[config.mk]
export PLATFORM = sky130hd
export DESIGN_NAME = dmem_seq
export DESIGN_NICKNAME = d
export VERILOG_FILES = /design/src/rtl/mem_pkg.sv /design/src/rtl/load_align_ext.sv /design/src/rtl/dmem_seq.sv
export SDC_FILE = /design/constraint.sdc
export NUM_CORES = 1
export LEC_CHECK = 0
export BUFFER_PORTS_ARGS = -buffer_cell sky130_fd_sc_hd__clkbuf_2
export CAP_MARGIN = 20
export CORE_ASPECT_RATIO = 0.7
export CORE_MARGIN = 2
export CORE_UTILIZATION = 50
export CTS_BUF_LIST = sky130_fd_sc_hd__clkbuf_8
export CTS_CLUSTER_DIAMETER = 80
export DETAILED_ROUTE_END_ITERATION = 16
export GPL_ROUTABILITY_DRIVEN = 1
export PLACE_DENSITY = 0.83
export SETUP_SLACK_MARGIN = 0.2
export SLEW_MARGIN = 20
export SYNTH_ARGS = -nofsm -noshare
export SYNTH_HDL_FRONTEND = slang
export SYNTH_HIERARCHICAL = 1
export SYNTH_SLANG_ARGS = --single-unit
export TNS_END_PERCENT = 10
[constraint.sdc]
create_clock -name clk -period 2.6 [get_ports clk]
set_input_delay 0.13 -clock clk [delete_from_list [all_inputs] [get_ports clk]]
set_output_delay 0.13 -clock clk [all_outputs]
set_load 0.005 [all_outputs]
[src/rtl/mem_pkg.sv]
// rtl/mem_pkg.sv - shared memory-access encodings, FSM states and store-lane helper
package mem_pkg;

   localparam logic [1:0] SIZE_WORD = 2'b00;
   localparam logic [1:0] SIZE_HALF = 2'b01;
   localparam logic [1:0] SIZE_BYTE = 2'b10;
   localparam logic [1:0] SIZE_NONE = 2'b11;

   localparam logic [6:0] OPC_LOAD  = 7'b0000011;
   localparam logic [6:0] OPC_STORE = 7'b0100011;

   typedef enum logic [1:0] {
      ST_IDLE = 2'b00,
      ST_REQ  = 2'b01,
      ST_DONE = 2'b10
   } state_t;

   // Replicate right-justified store data across every byte lane the access may hit
   function automatic logic [31:0] lane_replicate(input logic [31:0] wdata, input logic [1:0] size);
      logic [31:0] res;
      case (size)
         SIZE_BYTE: res = {4{wdata[7:0]}};
         SIZE_HALF: res = {2{wdata[15:0]}};
         default:   res = wdata;
      endcase
      return res;
   endfunction

endpackage

[src/rtl/load_align_ext.sv]
// rtl/load_align_ext.sv - load lane select with sign/zero extension
module load_align_ext
   import mem_pkg::*;
(
   input  logic [31:0] rdata,
   input  logic [1:0]  addr,
   input  logic [1:0]  size,
   input  logic        is_unsigned,
   output logic [31:0] result
);

   logic [31:0] byte_sh;
   logic [31:0] half_sh;

   // Shift the addressed lane down to bit 0, then extend it to a full word
   always_comb begin
      byte_sh = rdata >> {addr, 3'b000};
      half_sh = rdata >> {addr[1], 4'b0000};
      case (size)
         SIZE_BYTE: result = is_unsigned ? {24'h0, byte_sh[7:0]}
                                         : {{24{byte_sh[7]}}, byte_sh[7:0]};
         SIZE_HALF: result = is_unsigned ? {16'h0, half_sh[15:0]}
                                         : {{16{half_sh[15]}}, half_sh[15:0]};
         default:   result = rdata;
      endcase
   end

endmodule

[src/rtl/dmem_seq.sv]
// rtl/dmem_seq.sv - MEM-stage data-memory sequencer; DMEM_MISALIGN_TRAP_EN enables the misalign trap
module dmem_seq
   import mem_pkg::*;
#(
   parameter int ADDR_W   = 32,
   parameter int MAX_WAIT = 15
)(
   input  logic              clk,
   input  logic              rst,
   input  logic              req_valid,
   input  logic              req_write,
   input  logic [1:0]        req_size,
   input  logic              req_unsigned,
   input  logic [ADDR_W-1:0] req_addr,
   input  logic [31:0]       req_wdata,
   output logic              stall,
   output logic              resp_valid,
   output logic              resp_err,
   output logic [31:0]       resp_rdata,
   output logic              dmem_req,
   output logic              dmem_wr,
   output logic [1:0]        dmem_size,
   output logic [ADDR_W-1:0] dmem_addr,
   output logic [31:0]       dmem_wdata,
   input  logic [31:0]       dmem_rdata,
   input  logic              dmem_ready_n
);

   localparam logic [7:0] WAIT_LIMIT = 8'(MAX_WAIT);

   state_t            state;
   logic [7:0]        wait_cnt;
   logic              lat_unsigned;
   logic              accept;
   logic              misaligned;
   logic [ADDR_W-1:0] addr_aligned;
   logic [31:0]       load_data;

   // Request qualification, misalignment detection and address alignment
   always_comb begin
      accept     = (state == ST_IDLE) && req_valid && (req_size != SIZE_NONE);
      misaligned = ((req_size == SIZE_HALF) && req_addr[0]) ||
                   ((req_size == SIZE_WORD) && (req_addr[1:0] != 2'b00));
      case (req_size)
         SIZE_HALF: addr_aligned = {req_addr[ADDR_W-1:1], 1'b0};
         SIZE_WORD: addr_aligned = {req_addr[ADDR_W-1:2], 2'b00};
         default:   addr_aligned = req_addr;
      endcase
      stall = (state == ST_REQ) || accept;
   end

   // Lane selection uses the already-aligned bus address
   load_align_ext u_align (
      .rdata       (dmem_rdata),
      .addr        (dmem_addr[1:0]),
      .size        (dmem_size),
      .is_unsigned (lat_unsigned),
      .result      (load_data)
   );

   // Sequencer FSM with registered bus and response outputs
   always_ff @(posedge clk) begin
      if (rst) begin
         state        <= ST_IDLE;
         wait_cnt     <= 8'd0;
         lat_unsigned <= 1'b0;
         dmem_req     <= 1'b0;
         dmem_wr      <= 1'b0;
         dmem_size    <= SIZE_NONE;
         dmem_addr    <= '0;
         dmem_wdata   <= 32'h0;
         resp_valid   <= 1'b0;
         resp_err     <= 1'b0;
         resp_rdata   <= 32'h0;
      end else begin
         case (state)
            ST_IDLE: begin
               resp_valid <= 1'b0;
               resp_err   <= 1'b0;
               resp_rdata <= 32'h0;
               if (accept) begin
                  lat_unsigned <= req_unsigned;
                  dmem_addr    <= addr_aligned;
                  dmem_wdata   <= lane_replicate(req_wdata, req_size);
                  wait_cnt     <= 8'd0;
`ifdef DMEM_MISALIGN_TRAP_EN
                  if (misaligned) begin
                     // Trap without touching the bus
                     state      <= ST_DONE;
                     resp_valid <= 1'b1;
                     resp_err   <= 1'b1;
                  end else begin
                     state     <= ST_REQ;
                     dmem_req  <= 1'b1;
                     dmem_wr   <= req_write;
                     dmem_size <= req_size;
                  end
`else
                  // Misaligned accesses simply run with the low bits cleared
                  state     <= ST_REQ;
                  dmem_req  <= 1'b1;
                  dmem_wr   <= req_write;
                  dmem_size <= req_size;
`endif
               end
            end
            ST_REQ: begin
               if (!dmem_ready_n) begin
                  state      <= ST_DONE;
                  dmem_req   <= 1'b0;
                  dmem_wr    <= 1'b0;
                  dmem_size  <= SIZE_NONE;
                  resp_valid <= 1'b1;
                  resp_err   <= 1'b0;
                  resp_rdata <= dmem_wr ? 32'h0 : load_data;
               end else if (wait_cnt == WAIT_LIMIT) begin
                  state      <= ST_DONE;
                  dmem_req   <= 1'b0;
                  dmem_wr    <= 1'b0;
                  dmem_size  <= SIZE_NONE;
                  resp_valid <= 1'b1;
                  resp_err   <= 1'b1;
                  resp_rdata <= 32'h0;
               end else begin
                  wait_cnt <= wait_cnt + 8'd1;
               end
            end
            ST_DONE: begin
               state      <= ST_IDLE;
               resp_valid <= 1'b0;
               resp_err   <= 1'b0;
               resp_rdata <= 32'h0;
            end
            default: state <= ST_IDLE;
         endcase
      end
   end

endmodule

==> results.md <==
Outcome:
- The flow ran to the end, and the final reports show no timing, DRC or antenna violations.

Critical path:
- Along the worst path, the maximum fanout reaches 26.
- The type of the setup path with the least slack is register to output pin.
- STA classifies the critical path startpoint as a register.
- In this run the worst setup path begins at state[1]$_SDFFE_PP0P_.
- In this run the critical register-to-register path is launched from state[1]$_SDFFE_PP0P_.
- The worst setup path is captured at an output pin.
- The required time of the critical path is ~2.5 ns.
- At the worst endpoint, the arrival time is 2.04 ns.
- In this run the critical register-to-register path is captured at dmem_wdata[22]$_SDFFE_PP0P_.
- The count of cells along the worst register-to-register path is 4.
- The end point of the critical path is stall.
- In this run the register-to-register setup slack is 0.51 ns.

Clocking:
- The clock tree synthesis step divided the H-tree into 4 levels.
- The later pin in the worst-skew pair is clocked with a latency of around 0.43 ns.
- The clock-pin slew reported for the worst setup and hold paths after clock tree synthesis is 0.07 ns.
- The number of sinks on the clock net is 113.
- The number of CTS-inserted buffers is 17.
- The buffer cell driving the clock tree root is clkbuf_8.
- The CTS tree is yes.
- No sink is reached through more buffers than the 2 on the longest clock path.
- In this run, post-CTS repair resized a total of 0 instances.

Logic synthesis:
- The total nets after synthesis is 692.
- The cell area that synthesis handed to floorplanning was 4940 um2.
- The number of synthesized flops with an enable pin is 0.
- The cell type contributing the most total cell area after synthesis is dfxtp_1.
- The commonest register cell after synthesis is dfxtp_1.
- The leading cell type by number of instances after synthesis is nand2_1.
- After synthesis, the netlist uses 48 different library cells.
- The synthesized design contains 113 register bits.
- Yosys attributes the largest share of cell area to dfxtp_1 46%, nand2_1 9.5%, a21oi_1 8.4%.
- Sorting the synthesized cells by how often they occur yields 125 x nand2_1, 113 x dfxtp_1, 83 x a21oi_1, 40 x a22o_1, 39 x clkbuf_1.
- The sequential share of the synthesized area is between 40% and 50%.
- The top cell type's share of synthesized area is 45.7%.
- The average instance in the mapped netlist occupies 8.51 um2.
- The cell count after synthesis is between 500 and 600.
- The async set or reset register ratio after synthesis is 0%.
- The count of warnings emitted by yosys is 6.

Pwr:
- The part of the power in registers is between 40% and 50%.
- The clock network burns about two fifths of the power.
- The proportion of total power due to net switching is between 20% and 30%.
- The worst vdd rail ir drop is 404 uV.
- The internal portion of the total power is 3.10 mW.
- Combinational logic burns 16.7% of the power.
- The static leakage is 3.24 nW.
- The total power per unit cell area is 615 nW/um2.
- In this run the power spent charging and discharging nets is 1.22 mW.

Placement:
- The weighted congestion at the end of routability-driven global placement is 0.987.
- Detailed placement finished with a half-perimeter wire length of around 11000 um.
- The count of buffers from port buffering is between 200 and 250.
- Counting tap cells, the placed design contains a total of 878 instances.

Global routing:
- Global routing finished with a remaining overflow of 0.
- The first global-routing pass estimated 26000 um of wire.
- The pin count of the biggest net entering global routing is 60.
- The number of antenna violations at the first check in global routing came to 0.
- The total global routing track utilization is between 30% and 40%.
- The number of global-route vias before repair is 5292.

Floorplan:
- The number of top-level pins is around 210.
- The standard-cell row count is 30.
- Once the floorplan was initialized, standard cells occupied 51.3% of the core.
- The height of the chip is 87.2 um.
- The area inside the core boundary is roughly 9600 um2.
- The width of the chip is 123 um.
- The area of the die is 10700 um2.

Detailed routing:
- The total wire length is 16500 um.
- The detailed-router iteration count before antenna repair is 6.
- After detailed routing, the number of remaining DRC violations is 0.
- The first-iteration detailed-routing DRC count is 553.
- The remaining antenna violation count after routing is 0.
- In the final routed layout, each cell accounts on average for 17.0 um.
- The detailed router placed around 5500 vias in this run.
- The average via count per standard cell is 5.69.

Timing:
- The slew at the pin with the worst max-slew slack is about 0.59 ns.
- The final sum of negative setup slack is 0 ns.
- The max-slew violation count is 0.
- The setup skew after layout is 0.00983 ns.
- The relative slew slack is 60.7%.
- The worst hold slack after final layout is between 0.03 and 0.04 ns.
- Setup violations remaining at the end of the flow were counted as 0.
- Setup repair after global routing left no endpoint under its margin.
- The total count of hold-check failures in the final report was 0.
- The smallest clock period supported by the final layout is computed as ~2.2 ns.
- The upper clock frequency limit is 461 MHz.
- Of the available clock period, the critical path in the final layout requires 83.4%.

Layout:
- At the end of the flow, the number of nets in the layout was 939.
- 0 antenna diodes ended up in the layout.
- The finished layout holds 969 standard cells, fillers aside.
- Cells with a size suffix above 1 make up 31.7% of the layout.
- Compared with the post-synthesis result, the final layout area differs by 42.2%.

Worst hold path:
- The worst hold path was traced through 3 stages.
- The worst hold path class is primary input to register.

Run:
- The tool flagged a number of max-cap violations equal to 0.
==> timing repair <==
action                                  CTS  global route
setup buffers                             0             0
endpoints found under the setup margin    0             0
hold buffers                             59             0
endpoints found under the hold margin    66             0
==> registers in the layout, indices dropped and copies added, names as in the netlist <==
signal        count
dmem_wdata       32
wait_cnt          8
lat_unsigned      1
dmem_addr        32
dmem_size         2
dmem_req          1
resp_rdata       32
dmem_wr           1
resp_err          1
resp_valid        1
state             2
==> power groups by stage <==
stage | sequential, mW | clock (mW) | combinational, mW
floorplan | 1.91 | 0 | 0.356
global placement | 1.91 | 0 | 0.608
detailed placement | 1.91 | 0 | 0.625
CTS | 1.87 | 1.74 | 0.698
global route | 1.88 | 1.83 | 0.788
finish | 1.87 | 1.73 | 0.723
==> final cells by class <==
| class | count | area [um2] |
|---|---|---|
| Timing Repair Buffer | 275 | 1700 |
| Inverter | 6 | 22.5 |
| Sequential cell | 113 | 2260 |
| Clock inverter | 15 | 188 |
| Multi-Input combinational cell | 415 | 2470 |
| Tap cell | 128 | 160 |
| Clock buffer | 17 | 234 |
| Fill cell | 692 | 2620 |
==> metrics by stage <==
| step | utilization, % | setup WS, ns | area, um2 | total power [mW] |
|---|---|---|---|---|
| 6_report | 72.9 | 0.431 | 7030 | 4.33 |
| 5_1_grt | 72.9 | 0.369 | 7030 | 4.50 |
| 4_1_cts | 72.9 | 0.475 | 7030 | 4.31 |
| 3_5_place_dp | 62.4 | 0.593 | 6020 | 2.53 |
| 3_3_place_gp | 62.4 | 0.603 | 6020 | 2.51 |
| 2_1_floorplan | - | 0.751 | 4940 | 2.26 |
==> metal layers <==
metal	vias to the layer above	GRT usage, %	part of all wire, %
met5	-	0	0
met4	0	16.2	4.6
met1	2519	37.6	38
met3	84	12.0	9.9
li1	2544	-	-
met2	364	48.7	47
==> kinds of logic after synthesis <==
kind of cell	count (synthesis)	share of synthesized area [%]
buffers and inverters	53	4.71
flip-flops	113	45.7
AO/OA/AOI/OAI	177	24.1
XOR/XNOR	5	0.886
multiplexers	9	2.13
adder cells (fa/ha/maj)	7	1.77
AND/OR/NAND/NOR	217	20.7
==> worst min path at each step <==
| stage | start | end | slack, ns |
|---|---|---|---|
| 2_1_floorplan | dmem_ready_n | state[1]$_SDFFE_PP0P_ | 0.23 |
| 3_3_place_gp | req_addr[2] | dmem_addr[2]$_SDFFE_PP0P_ | 0.35 |
| 3_5_place_dp | req_addr[2] | dmem_addr[2]$_SDFFE_PP0P_ | 0.36 |
| 4_1_cts | req_size[1] | dmem_size[1]$_SDFFE_PP1P_ | 0.01 |
| 5_1_grt | dmem_rdata[5] | resp_rdata[5]$_SDFFE_PP0P_ | 0.02 |
| 6_report | req_size[1] | dmem_size[1]$_SDFFE_PP1P_ | 0.04 |
==> critical path, cell delays in order, from the launching register on <==
cell      delay [ns]
dfxtp_1         0.43
or4b_4          0.76
nand2_1         0.24
clkbuf_2        0.18
==> cells in the final DEF (no fill, tap or decap), drive strengths merged, types with 4 or more instances in the layout <==
cell type | synthesis | routed
clkbuf | 39 | 223
o2bb2ai | 7 | 7
nor3b | 8 | 8
a32oi | 8 | 8
xor2 | 4 | 4
nor2 | 29 | 29
dfxtp | 113 | 113
nor2b | 10 | 10
o21ai | 11 | 11
ha | 7 | 7
clkinv | 0 | 8
a211oi | 19 | 19
nand2 | 125 | 125
nand3 | 7 | 7
a21oi | 83 | 83
mux2 | 9 | 9
nand2b | 21 | 21
buf | 8 | 10
dlygate4sd3 | 0 | 59
inv | 6 | 7
a22o | 41 | 41
No activity file was read; power rests on OpenSTA's default activity.
